### src/rtl/ahb_fir_stream_master.sv
// AHB-Lite master feeding the FIR slave from valid/ready streams.
// Writes coefficients/samples, polls status, returns filtered results.
module ahb_fir_stream_master #(
    parameter int POLL_LIMIT = 255,
    parameter int PW         = 8
) (
    input  logic        clk,
    input  logic        rst,
    input  logic        coeff_valid,
    input  logic [63:0] coeff_data,
    output logic        coeff_ready,
    input  logic        sample_valid,
    input  logic [15:0] sample_data,
    output logic        sample_ready,
    output logic        result_valid,
    output logic [15:0] result_data,
    output logic        result_err,
    input  logic        result_ready,
    output logic        hsel,
    output logic [3:0]  haddr,
    output logic        hsize,
    output logic [1:0]  htrans,
    output logic        hwrite,
    output logic [15:0] hwdata,
    input  logic [15:0] hrdata,
    input  logic        hresp
);

    typedef enum logic [2:0] {
        S_IDLE, S_CWR, S_CSET, S_CPOLL,
        S_SWR, S_SPOLL, S_RRD, S_OUT
    } state_t;

    localparam logic [PW:0] LIMIT = (PW+1)'(POLL_LIMIT);

    state_t        state_q, state_d;
    logic          ph_q, ph_d;
    logic [1:0]    k_q, k_d;
    logic [PW-1:0] cnt_q, cnt_d;
    logic [PW:0]   cnt_inc;
    logic [63:0]   coeff_q, coeff_d;
    logic [15:0]   smp_q, smp_d;
    logic          err_q, err_d, err_n;
    logic          rvalid_q, rvalid_d;
    logic [15:0]   rdata_q, rdata_d;
    logic          rerr_q, rerr_d;
    logic          hsel_q, hsel_d;
    logic [1:0]    htrans_q, htrans_d;
    logic [3:0]    haddr_q, haddr_d;
    logic          hwrite_q, hwrite_d;
    logic [15:0]   hwdata_q, hwdata_d;

    // Handshake accepts in the IDLE cycle; coefficients win over samples.
    assign coeff_ready  = !rst && (state_q == S_IDLE) && coeff_valid;
    assign sample_ready = !rst && (state_q == S_IDLE) && !coeff_valid
                          && sample_valid;

    assign cnt_inc      = {1'b0, cnt_q} + 1'b1;
    assign hsize        = 1'b1;
    assign result_valid = rvalid_q;
    assign result_data  = rdata_q;
    assign result_err   = rerr_q;
    assign hsel         = hsel_q;
    assign htrans       = htrans_q;
    assign haddr        = haddr_q;
    assign hwrite       = hwrite_q;
    assign hwdata       = hwdata_q;

    // Next-state, datapath and bus decode of the upcoming cycle.
    always_comb begin
        state_d  = state_q;
        ph_d     = ph_q;
        k_d      = k_q;
        cnt_d    = cnt_q;
        coeff_d  = coeff_q;
        smp_d    = smp_q;
        err_n    = err_q | (ph_q & hresp);
        err_d    = err_n;
        rvalid_d = rvalid_q;
        rdata_d  = rdata_q;
        rerr_d   = rerr_q;
        unique case (state_q)
            S_IDLE: begin
                if (coeff_valid) begin
                    coeff_d = coeff_data;
                    k_d     = 2'd0;
                    ph_d    = 1'b0;
                    state_d = S_CWR;
                end else if (sample_valid) begin
                    smp_d   = sample_data;
                    ph_d    = 1'b0;
                    state_d = S_SWR;
                end
            end
            S_OUT: begin
                if (result_ready) begin
                    rvalid_d = 1'b0;
                    err_d    = 1'b0;
                    state_d  = S_IDLE;
                end
            end
            default: begin
                ph_d = ~ph_q;
                if (ph_q) begin
                    unique case (state_q)
                        S_CWR: begin
                            if (k_q == 2'd3) state_d = S_CSET;
                            else k_d = k_q + 2'd1;
                        end
                        S_CSET: begin
                            cnt_d   = '0;
                            state_d = S_CPOLL;
                        end
                        S_CPOLL: begin
                            if (hrdata == 16'h0000) begin
                                state_d = S_IDLE;
                            end else if (cnt_inc >= LIMIT) begin
                                err_d   = 1'b1;
                                state_d = S_IDLE;
                            end else begin
                                cnt_d = cnt_inc[PW-1:0];
                            end
                        end
                        S_SWR: begin
                            cnt_d   = '0;
                            state_d = S_SPOLL;
                        end
                        S_SPOLL: begin
                            if (!hrdata[0]) begin
                                err_d   = err_n | hrdata[8];
                                state_d = S_RRD;
                            end else if (cnt_inc >= LIMIT) begin
                                rvalid_d = 1'b1;
                                rdata_d  = 16'h0000;
                                rerr_d   = 1'b1;
                                state_d  = S_OUT;
                            end else begin
                                cnt_d = cnt_inc[PW-1:0];
                            end
                        end
                        default: begin
                            rvalid_d = 1'b1;
                            rdata_d  = hrdata;
                            rerr_d   = err_n;
                            state_d  = S_OUT;
                        end
                    endcase
                end
            end
        endcase

        hsel_d   = 1'b0;
        htrans_d = 2'b00;
        haddr_d  = 4'h0;
        hwrite_d = 1'b0;
        hwdata_d = 16'h0000;
        unique case (state_d)
            S_CWR: begin
                haddr_d  = 4'h6 + {1'b0, k_d, 1'b0};
                hwrite_d = 1'b1;
                hwdata_d = coeff_d[{k_d, 4'b0000} +: 16];
            end
            S_CSET: begin
                haddr_d  = 4'hE;
                hwrite_d = 1'b1;
                hwdata_d = 16'h0001;
            end
            S_CPOLL: haddr_d = 4'hE;
            S_SWR: begin
                haddr_d  = 4'h4;
                hwrite_d = 1'b1;
                hwdata_d = smp_d;
            end
            S_SPOLL: haddr_d = 4'h0;
            S_RRD:   haddr_d = 4'h2;
            default: hwdata_d = 16'h0000;
        endcase
        if (state_d == S_IDLE || state_d == S_OUT || ph_d) begin
            haddr_d  = 4'h0;
            hwrite_d = 1'b0;
        end else begin
            hsel_d   = 1'b1;
            htrans_d = 2'b10;
        end
    end

    // All state and registered outputs; reset drops the bus at once.
    always_ff @(posedge clk or posedge rst) begin
        if (rst) begin
            state_q  <= S_IDLE;
            ph_q     <= 1'b0;
            k_q      <= 2'd0;
            cnt_q    <= '0;
            coeff_q  <= 64'h0;
            smp_q    <= 16'h0;
            err_q    <= 1'b0;
            rvalid_q <= 1'b0;
            rdata_q  <= 16'h0;
            rerr_q   <= 1'b0;
            hsel_q   <= 1'b0;
            htrans_q <= 2'b00;
            haddr_q  <= 4'h0;
            hwrite_q <= 1'b0;
            hwdata_q <= 16'h0;
        end else begin
            state_q  <= state_d;
            ph_q     <= ph_d;
            k_q      <= k_d;
            cnt_q    <= cnt_d;
            coeff_q  <= coeff_d;
            smp_q    <= smp_d;
            err_q    <= err_d;
            rvalid_q <= rvalid_d;
            rdata_q  <= rdata_d;
            rerr_q   <= rerr_d;
            hsel_q   <= hsel_d;
            htrans_q <= htrans_d;
            haddr_q  <= haddr_d;
            hwrite_q <= hwrite_d;
            hwdata_q <= hwdata_d;
        end
    end

endmodule

### config.mk
export PLATFORM = sky130hd
export DESIGN_NAME = ahb_fir_stream_master
export DESIGN_NICKNAME = d
export VERILOG_FILES = /design/src/rtl/ahb_fir_stream_master.sv
export SDC_FILE = /design/constraint.sdc
export NUM_CORES = 1
export LEC_CHECK = 0
export CAP_MARGIN = 20
export CORE_MARGIN = 1
export CORE_UTILIZATION = 53
export DETAILED_ROUTE_END_ITERATION = 8
export PLACE_DENSITY = 0.85
export SETUP_SLACK_MARGIN = 0.3
export SYNTH_ARGS = -nofsm -noshare
export SYNTH_HDL_FRONTEND = slang
export SYNTH_SLANG_ARGS = --single-unit
### constraint.sdc
create_clock -name clk -period 8.4 [get_ports clk]
set_clock_uncertainty 0.1 [all_clocks]
set_input_delay 1.68 -clock clk [delete_from_list [all_inputs] [get_ports clk]]
set_output_delay 1.68 -clock clk [all_outputs]
set_load 0.02 [all_outputs]
# After elaboration in Yosys (flattened, before gate mapping)
# Index checks and enable logic that the tools add are counted.
[classes]
n_lt_le_gt_ge = 1
n_mux = 52
n_eq_ne = 20
n_addsub = 3
bitwise_logic = 7
shifts = 1
n_reduce_logical = 21
[ops]
columns = ["op", "count"]
rows = [
  ["$mux W64", 2],
  ["$mux W16", 5],
  ["$shiftx A64 B7 Y16", 1],
  ["$pmux W16 S3", 1],
  ["$pmux W16 S2", 1],
  ["$mux W3", 9],
  ["$mux W8", 3],
  ["$pmux W8 S3", 1],
  ["$eq A3 B3 Y1 const B", 6],
  ["$logic_not A16 Y1", 1],
  ["$pmux W4 S4", 1],
  ["$pmux W3 S5", 1],
  ["$mux W1", 14],
  ["$eq A3 B2 Y1 const B", 4],
  ["$pmux W1 S2", 6],
  ["$mux W2", 5],
  ["$reduce_and A5 Y1", 2],
  ["$add A8 B1 Y9 const B", 1],
  ["$ge A9 B8 Y1 const B", 1],
  ["$ne A2 B2 Y1 const B", 4],
  ["$eq A3 B1 Y1 const B", 2],
  ["$logic_not A3 Y1", 2],
  ["$ne A3 B2 Y1 const B", 2],
  ["$pmux W3 S2", 1],
  ["18 further kinds", 29],
]
[word_totals]
ff_bits = 137
out_inout_bits = 45
elab_cells = 120
in_bits = 102

# Logic depth before layout (Yosys ltp)
# Gate-level depths: netlist (run 1).
[logic_depth]
depth_word = 11
ltp_mapped = 10
ltp_nobuf = 8

# Least setup slack after synthesis (run 1)
# No wires, ideal clock.
[synth_path]
kind = "input -> output"
startpoint = "input coeff_valid"
endpoint = "output sample_ready"
path_slack_ns = 4.018
arrival_ns = 2.602
stages = 3
n_path_buf = 1
required_time_ns = 6.620
path_cell_list = "nand3b_1 clkbuf_1 nor2_1"
[synth_via]
elab_chain_len = 3
[synth_rtl]
columns = ["element", "line_no", "rtl"]
rows = [
  ["from (decl)", "9", "input logic coeff_valid,"],
  ["$logic_not A1 Y1", "55", "assign sample_ready = !rst && (state_q == S_IDLE) && !coeff_valid"],
  ["$logic_and A1 B1 Y1", "55", ""],
  ["$logic_and A1 B1 Y1", "56", "&& sample_valid;"],
  ["to (decl)", "14", "output logic sample_ready,"],
]
# Every way passes these cells.

# Worst setup path in the final report (run 1)
# Ends and elaborated chain as after synthesis.

==> impl_results.md, run 1 <==
- Outcome: completed
- Startpoint types: input port
- Die area: around 0.013 sq mm
- Final slew viol count: 0
- Initial DRC Count: around 250
- Drc violations: 0
- CTS clk-pin slew, worst paths: approximately 50 ps
- Die Span Y: around 110 um
- DR pass1 iterations: 5
- Worst min-delay path class: reg2reg
- Clk Latency, worst-skew pair: 410 ps
- I/O Buffers: around 140
- Initial Utilization: 0.545
- Largest fanout on the critical path: 18
- Antenna-violating nets left: 0
- Ys flop type: dfrtp_1
- Initial antenna violation count: 0
- Pwr Density: 395 mW/mm^2
- Std cell rows: 40
- Largest area contributor in the netlist: dfrtp_1
- Slew margin rel.: 0.294
- Final Util: 0.715
- Period utilization: 0.668
- Critical path arrival: between 3000 and 4000 ps
- Final setup TNS: 0 ps
- Final wirelength: about 15000 um
- Final setup violating endpoints: 0
- Clock buffer count from CTS: 17
- Tmin final: approximately 5600 ps
- Avg Inst Size Synth: around 12 sq um
- Setup CP Type: in2out
- Maxcap violations: 0
- Core outline area: between 0.01 and 0.015 sq mm
- Buffers and inverters on the worst path: 2
- ANT cells: 0
- Placer Congestion: roughly 0.81
- Share of cells above drive strength 1: 0.232
- Number of global-route vias before repair: approximately 4900
- Syn-to-layout area delta: 31.2%
- Hold WS: 374 ps
- Final Hold Viols: 0
- Setup crit end kind: output port
- Share of the synthesized area in the top cell type: 0.512
- # IOs: 147
- Setup ws final: 2790 ps
- Synthesized area: about 0.0066 sq mm
- Root buf cell: clkbuf_16
- Slowest stage delay, CP: ~740 ps
- Layout Nets: about 760
- CTS max path bufs: 2
- Vias: 4758
- Grt ovf: 0
- Worst-margin pin slew: 1050 ps
- Synth Instances: 527
- RSZ-0062 raised after global routing: false
- Maximum clock rate: around 0.18 GHz
- Cell mode on critical path: clkdlybuf4s50_1
- Main area contributors after synthesis: dfrtp_1 51%, mux2_2 16%, mux2i_1 5.3%
- All-Layer GR Usage: 0.252
- Hpwl dp: 10100 um
- CP max stage cell: nand3b_1
- CP Cell Sequence: clkdlybuf4s50_1 > nand3b_1 > nor2_1 > clkdlybuf4s50_1
- Largest net degree at the start of global routing: 87
- P_leak: about 3.8 nW
- Setup slack at placement: roughly 2800 ps
- First-pass GRT wire length: around 25000 um
- CTS tree: built
- CP delay by family, top: buffers and inverters
- CTS sink count: ~130
- WL/cell: between 15 and 20 um
- Die extent in x: between 100 and 150 um
- VDD IR-drop max: 223 uV
- Post-DR vias/cell: between 5 and 6
- Hold_buf cts: 0
- Post-CTS resize count: 0
- H-tree Lvls: 4
- Worst path required time: between 6000 and 7000 ps
- Asr flop ratio synth: 1.00
- Register bit total from synthesis: around 130
- YS warnings: 0
- Register area share after synthesis: 0.512
- EDFF count, synth: 0
- Post-CTS setup buffer count: 0
- Unique cell type count in the Yosys netlist: 55
placed cells by master, fill, tap and decap left out, types with 3 or more instances in the layout:
cell type | synthesis | routed
mux2i_1 | 35 | 35
clkinv_2 | 0 | 3
nor3b_1 | 5 | 4
clkdlybuf4s50_1 | 0 | 143
a211o_1 | 3 | 3
nor4_1 | 6 | 6
clkbuf_1 | 8 | 5
o21a_1 | 16 | 16
a21oi_1 | 13 | 13
and3_1 | 18 | 18
clkbuf_8 | 0 | 4
nand4_1 | 3 | 3
a211oi_2 | 16 | 16
mux2_2 | 95 | 95
nor2_1 | 12 | 12
inv_1 | 11 | 10
nand2b_1 | 5 | 5
dfrtp_1 | 134 | 134
o21ai_0 | 11 | 11
buf_4 | 6 | 4
clkbuf_16 | 0 | 17
nand2_1 | 19 | 19
nand3b_1 | 4 | 4
a22o_1 | 17 | 17
and2_1 | 3 | 3
a31oi_1 | 5 | 5
conb_1 | 2 | 3
a21o_1 | 3 | 3
nor2b_1 | 5 | 5
nand3_1 | 10 | 10
ha_1 | 3 | 3
cells in the mapped netlist, types with 4 or more instances:
cell	number
mux2i_1	35
nand2_1	19
inv_1	11
dfrtp_1	134
nor2_1	12
o21a_1	16
o21ai_0	11
nand2b_1	5
nor3b_1	5
nor4_1	6
a22o_1	17
buf_4	6
mux2_2	95
clkbuf_1	8
a31oi_1	5
nand3b_1	4
buf_2	20
nand3_1	10
nor2b_1	5
a21oi_1	13
and3_1	18
a211oi_2	16
state kept, by name (all words and copies together), names as in the netlist, 2 cells and up:
name         cells
state_q          3
haddr            3
hwdata          16
cnt_q            8
result_data     16
coeff_q         64
k_q              2
smp_q           16
tightest hold or removal path: cells and delay by family (launching register included):
family,cells,cell delay (ps)
and+or+nand+nor,2,110
DFF,1,340
path summary, 6_finish.rpt:
check,start,end,slack [ps],cells past startpoint
max in group asynchronous,rst,result_data[12]$_DFFE_PP0P_,5310,4
setup / recovery,coeff_valid,sample_ready,2790,4
hold reg to reg,coeff_q[48]$_DFF_PP0_,coeff_q[48]$_DFF_PP0_,370,2
hold / removal,coeff_q[48]$_DFF_PP0_,coeff_q[48]$_DFF_PP0_,370,2
min in group asynchronous,rst,smp_q[2]$_DFF_PP0_,1670,2
setup reg to reg,state_q[0]$_DFF_PP0_,haddr[2]$_DFF_PP0_,4970,8
final cells by class:
| cell class | count | area [sq um] |
|---|---|---|
| clock buffers | 26 | 499 |
| flip-flops and latches | 134 | 3350 |
| multi-input cells | 343 | 2960 |
| fillers | 810 | 3420 |
| repair buffers | 149 | 1510 |
| inverters | 11 | 43.8 |
| clock inverters | 4 | 45.0 |
| well taps | 147 | 184 |
per-layer routing:
metal / GRT usage / wire length, um
met5: 0 / 0
met4: 0.103 / 320
met3: 0.0734 / 1040
met2: 0.440 / 8030
met1: 0.291 / 6090
logic make-up (layout without fill, tap and decap cells):
family          after synthesis  count (layout)  synth area share
compound gates              103             103             0.130
xor+xnor                      1               1           0.00134
fa+ha+maj                     3               3           0.00573
buf+inv                      51             190            0.0399
flops                       134             134             0.512
mux                         130             130             0.217
other cells                   2               3           0.00115
simple gates                103             103            0.0926
power by group:
part           switching [mW]  leakage [nW]  internal, mW  total, mW
registers               0.168          1.67         0.927       1.10
logic                   0.840          1.85         0.774       1.61
clock network           0.252         0.270         0.433      0.685
stage by stage:
step | total power, mW | cells | area [sq um]
after floorplan | 2.21 | 528 | 6550
after global placement | 2.61 | 782 | 8000
after detailed placement | 2.67 | 782 | 8000
after CTS | 3.38 | 812 | 8540
after global routing | 3.59 | 814 | 8590
final | 3.39 | 814 | 8590
(Power assumes the default switching activity.)
==> run 2, diff against run 1 <==
--- a/config.mk
+++ b/config.mk
@@ -7,9 +7,9 @@
 export LEC_CHECK = 0
 export CAP_MARGIN = 20
 export CORE_MARGIN = 1
-export CORE_UTILIZATION = 53
+export CORE_UTILIZATION = 46
 export DETAILED_ROUTE_END_ITERATION = 8
-export PLACE_DENSITY = 0.85
+export PLACE_DENSITY = 0.79
 export SETUP_SLACK_MARGIN = 0.3
 export SYNTH_ARGS = -nofsm -noshare
 export SYNTH_HDL_FRONTEND = slang
==> constraint.sdc (replaced) <==
create_clock -name clk -period 4.71 [get_ports clk]
set_clock_uncertainty 0.1 [all_clocks]
set_input_delay 0.942 -clock clk [delete_from_list [all_inputs] [get_ports clk]]
set_output_delay 0.942 -clock clk [all_outputs]
set_load 0.02 [all_outputs]
==> run 2 against run 1 <==
Net effect: sequential cell count did not move; first-iteration DRC count rose by 19%; sequential share of layout area fell by 0.41 points; critical endpoint is now coeff_ready; largest power group unchanged; via count fell by 1.1%; global-route usage fell by 3.2 points; highest routed layer unchanged; largest cell class unchanged.
==> impl_results.md, run 2 (same netlist as run 1, synthesis figures left out) <==
- Drc violations: 0
- Setup slack at placement: 783 ps
- P_leak: roughly 3.8 nW
- Setup CP Type: in2out
- Setup crit end kind: output port
- Grt ovf: 0
- Slew margin rel.: 0.285
- H-tree Lvls: 4
- CTS max path bufs: 2
- Pwr Density: about 700 mW/mm^2
- Outcome: completed
- Final setup violating endpoints: 0
- First-pass GRT wire length: approximately 25000 um
- Met2 wire length: 7730 um
- Vias: 4707
- Initial Utilization: 0.472
- Syn-to-layout area delta: 32.6%
- Worst min-delay path class: reg2reg
- Initial DRC Count: roughly 300
- Die area: between 0.01 and 0.015 sq mm
- Worst path required time: 3670 ps
- Worst-margin pin slew: approximately 1100 ps
- Antenna-violating nets left: 0
- ANT cells: 0
- RSZ-0062 raised after global routing: false
- Final Hold Viols: 0
- Most frequent cells in the layout: 143 x clkdlybuf4s50_1, 134 x dfrtp_1, 95 x mux2_2
- Period utilization: 0.821
- All-Layer GR Usage: 0.220
- Core outline area: between 0.01 and 0.015 sq mm
- Hold_buf cts: 0
- Placer Congestion: 0.874
- Layout Nets: around 760
- Std cell rows: 43
- Number of flip-flops in the largest register: 64
- Clock buffer count from CTS: 17
- Final setup TNS: 0 ps
- Initial antenna violation count: 0
- Share of cells above drive strength 1: 0.242
- Number of global-route vias before repair: ~4900
- WL/cell: 18.1 um
- Die Span Y: 121 um
- Largest fanout on the critical path: 5
- Maximum clock rate: about 0.26 GHz
- DR pass1 iterations: 5
- Critical path arrival: ~2800 ps
- I/O Buffers: about 140
- Largest net degree at the start of global routing: between 100 and 150
- Startpoint types: input port
- Tmin final: 3860 ps
- Clk Latency, worst-skew pair: between 400 and 500 ps
- CTS tree: built
- Post-CTS setup buffer count: 0
- Setup ws final: between 800 and 900 ps
- VDD IR-drop max: 359 uV
- Maxcap violations: 0
- Root buf cell: clkbuf_16
- Post-DR vias/cell: about 5.5
- Biggest register: coeff_q
- Most common cell after layout, fill and taps aside: clkdlybuf4s50_1
- Hpwl dp: between 10000 and 15000 um
- M1 WL: 6010 um
- Final wirelength: between 15000 and 20000 um
- Die extent in x: roughly 120 um
- CTS clk-pin slew, worst paths: ~60 ps
- Final slew viol count: 0
- Post-CTS resize count: 0
- CTS sink count: approximately 130
- Routed wl met3: approximately 1300 um
- Top routing layer used: met4
- # IOs: around 150
run 2: worst max-delay path: stages:
cell and delay [ps]:
clkdlybuf4s50_1 590, or4b_4 550, nor2_1 120, clkdlybuf4s50_1 620
run 2: final timing paths:
kind	end	slack [ps]	start	cells past startpoint
worst max register to register	haddr[2]$_DFF_PP0_	1380	state_q[2]$_DFF_PP0_	8
worst min register to register	smp_q[5]$_DFF_PP0_	390	smp_q[5]$_DFF_PP0_	1
worst max-delay path	coeff_ready	850	coeff_valid	4
max in group asynchronous	coeff_q[50]$_DFF_PP0_	2960	rst	3
min in group asynchronous	coeff_q[48]$_DFF_PP0_	1050	rst	3
worst min-delay path	smp_q[5]$_DFF_PP0_	390	smp_q[5]$_DFF_PP0_	1
run 2: routing by layer:
layer,up-vias,track usage
met3,23,0.0869
met2,163,0.368
met5,-,0
met4,0,0.0818
met1,2334,0.252
li1,2187,-
run 2: area by class of cell:
class	count	area, sq um
fill	1102	5200
clock buffer	22	494
clock inverter	10	119
inverter	11	45.0
timing repair buffer	149	1490
sequential	134	3350
multi-input combinational	343	2960
tap	180	225
run 2: report_power, final:
| group | switching (mW) | leakage, nW | internal, mW | total [mW] |
|---|---|---|---|---|
| sequential | 0.291 | 1.67 | 1.65 | 1.94 |
| clock | 0.491 | 0.295 | 0.850 | 1.34 |
| combinational | 1.46 | 1.84 | 1.36 | 2.82 |
run 2: through the flow:
stage                     power, mW  cell area [sq um]  hold WS [ps]  std cells  utilization
after floorplan                3.94               6560           337        528            -
after global placement         4.66               8070           357        817        0.581
after detailed placement       4.79               8070           371        817        0.581
after CTS                      6.17               8680           390        849        0.626
after global routing           6.50               8680           401        849        0.626
final                          6.11               8680           392        849        0.626
==> run 3, diff against run 2 <==
==> constraint.sdc (replaced) <==
create_clock -name clk -period 3.5 [get_ports clk]
set_clock_uncertainty 0.1 [all_clocks]
set_input_delay 0.7 -clock clk [delete_from_list [all_inputs] [get_ports clk]]
set_output_delay 0.7 -clock clk [all_outputs]
set_load 0.02 [all_outputs]
==> run 3 against run 2 <==
Net effect: first-iteration DRC count decreased by 20%; via count increased by 0.89%; sequential share of layout area decreased by 0.55 points; register-to-register slack got worse by 710 ps; final cell count increased by 1.1%; design area increased by 1.5%; sequential power increased by 31%; critical path depth unchanged; largest power group unchanged; die area unchanged; clock-buffer cell count unchanged.
==> impl_results.md, run 3 (same netlist as run 1, synthesis figures left out) <==
- DR pass1 iterations: 4
- Largest fanout on the critical path: 5
- All-Layer GR Usage: 0.222
- Clock buffer count from CTS: 17
- Startpoint types: input port
- Period utilization: 0.871
- Biggest register: coeff_q
- Worst path required time: ~2700 ps
- Final setup TNS: 0 ps
- Slew margin rel.: 0.494
- Most frequent cells in the layout: 142 x clkdlybuf4s50_1, 134 x dfrtp_1, 95 x mux2_2
- Worst min-delay path class: reg2reg
- Drc violations: 0
- Critical path arrival: between 2000 and 2500 ps
- Grt ovf: 0
- Core outline area: around 0.014 sq mm
- Pwr Density: between 900 and 1000 mW/mm^2
- # IOs: about 150
- Hold_buf cts: 0
- ANT cells: 0
- Most common cell after layout, fill and taps aside: clkdlybuf4s50_1
- Post-DR vias/cell: ~5.5
- Busiest grt layer: met2
- VDD IR-drop max: around 390 uV
- H-tree Lvls: 4
- Clk Latency, worst-skew pair: about 420 ps
- Share of cells above drive strength 1: 0.248
- Root buf cell: clkbuf_16
- WL/cell: about 18 um
- CTS tree: built
- Tmin final: about 3000 ps
- Number of flip-flops in the largest register: between 60 and 70
- CTS sink count: 134
- Std cell rows: between 40 and 50
- RSZ-0062 raised after global routing: false
- Initial Utilization: 0.472
- Setup crit end kind: output port
- Layout Nets: ~770
- Number of global-route vias before repair: 4903
- Final setup violating endpoints: 0
- CTS clk-pin slew, worst paths: ~50 ps
- Initial antenna violation count: 0
- Setup CP Type: in2out
- Maxcap violations: 0
- Final Hold Viols: 0
- Placer Congestion: slightly above 0.8
- Hold-critical path depth: 1
- Outcome: completed
- Initial DRC Count: between 200 and 250
- Placed cell areas: 0.00822 sq mm
- Die Span Y: 121 um
- Hpwl dp: 11000 um
- Worst reg-to-reg path cell count: 8
- I/O Buffers: ~140
- Largest net degree at the start of global routing: 66
- M1 GR Usage: 0.253
- Worst-margin pin slew: between 700 and 800 ps
- Met3 Usage GRT: 0.0893
- P_leak: 3.89 nW
- Syn-to-layout area delta: 34.5%
- GRT met2 Usage: 0.367
- Vias: 4749
- Die area: about 0.015 sq mm
- CTS max path bufs: 2
- Final slew viol count: 0
- Final wirelength: around 16000 um
- First-pass GRT wire length: around 25000 um
- Die extent in x: between 100 and 150 um
- Cell area after layout: 0.00881 sq mm
- Antenna-violating nets left: 0
- Maximum clock rate: around 0.33 GHz
-- run 3: per-layer routing --
metal	vias to the layer above	wire, um
li1	2203	-
met1	2355	6150
met2	163	7780
met3	28	1180
met4	0	391
met5	-	0
-- run 3: metrics by stage --
step	worst slack [ps]	total power, mW	hold WS (ps)	cells	util
2_1_floorplan	972	5.30	337	528	-
3_3_place_gp	194	6.33	356	827	0.592
3_5_place_dp	173	6.50	378	827	0.592
4_1_cts	434	8.33	390	858	0.635
5_1_grt	409	8.75	404	858	0.635
6_report	451	8.24	393	858	0.635
-- run 3: final timing paths --
| check | slack (ps) | startpoint | end |
|---|---|---|---|
| hold reg to reg | 390 | smp_q[6]$_DFF_PP0_ | smp_q[6]$_DFF_PP0_ |
| setup reg to reg | 670 | cnt_q[0]$_DFFE_PP0P_ | hwdata[13]$_DFF_PP0_ |
| min in group asynchronous | 660 | rst | state_q[0]$_DFF_PP0_ |
| setup / recovery | 450 | coeff_valid | coeff_ready |
| hold / removal | 390 | smp_q[6]$_DFF_PP0_ | smp_q[6]$_DFF_PP0_ |
| max in group asynchronous | 1940 | rst | coeff_q[14]$_DFF_PP0_ |
-- run 3: power by group --
group / switching [mW] / internal (mW) / leakage [nW]
Clock: 0.640 / 1.15 / 0.290
Sequential: 0.315 / 2.22 / 1.68
Combinational: 2.00 / 1.92 / 1.92
Total: 2.95 / 5.29 / 3.89
-- run 3: cell type report --
cell class                      count  area (sq um)
Inverter                           11          45.0
Tap cell                          180           225
Multi-Input combinational cell    343          2960
Clock inverter                      9           126
Fill cell                        1097          5070
Clock buffer                       22           464
Sequential cell                   134          3350
Timing Repair Buffer              159          1640
-- run 3: repair_timing --
item / 4_1_cts / 5_1_grt
setup buffers: 0 / 0
endpoints found under the setup margin: 1 / 0
gates resized for setup: 1 / 0
hold endpoints to repair: 0 / 0
-- run 3: worst max-delay path, stage by stage --
cell and delay (ps):
clkdlybuf4s50_1 560, or4b_4 540, nor2_1 110, dlygate4sd2_1 340
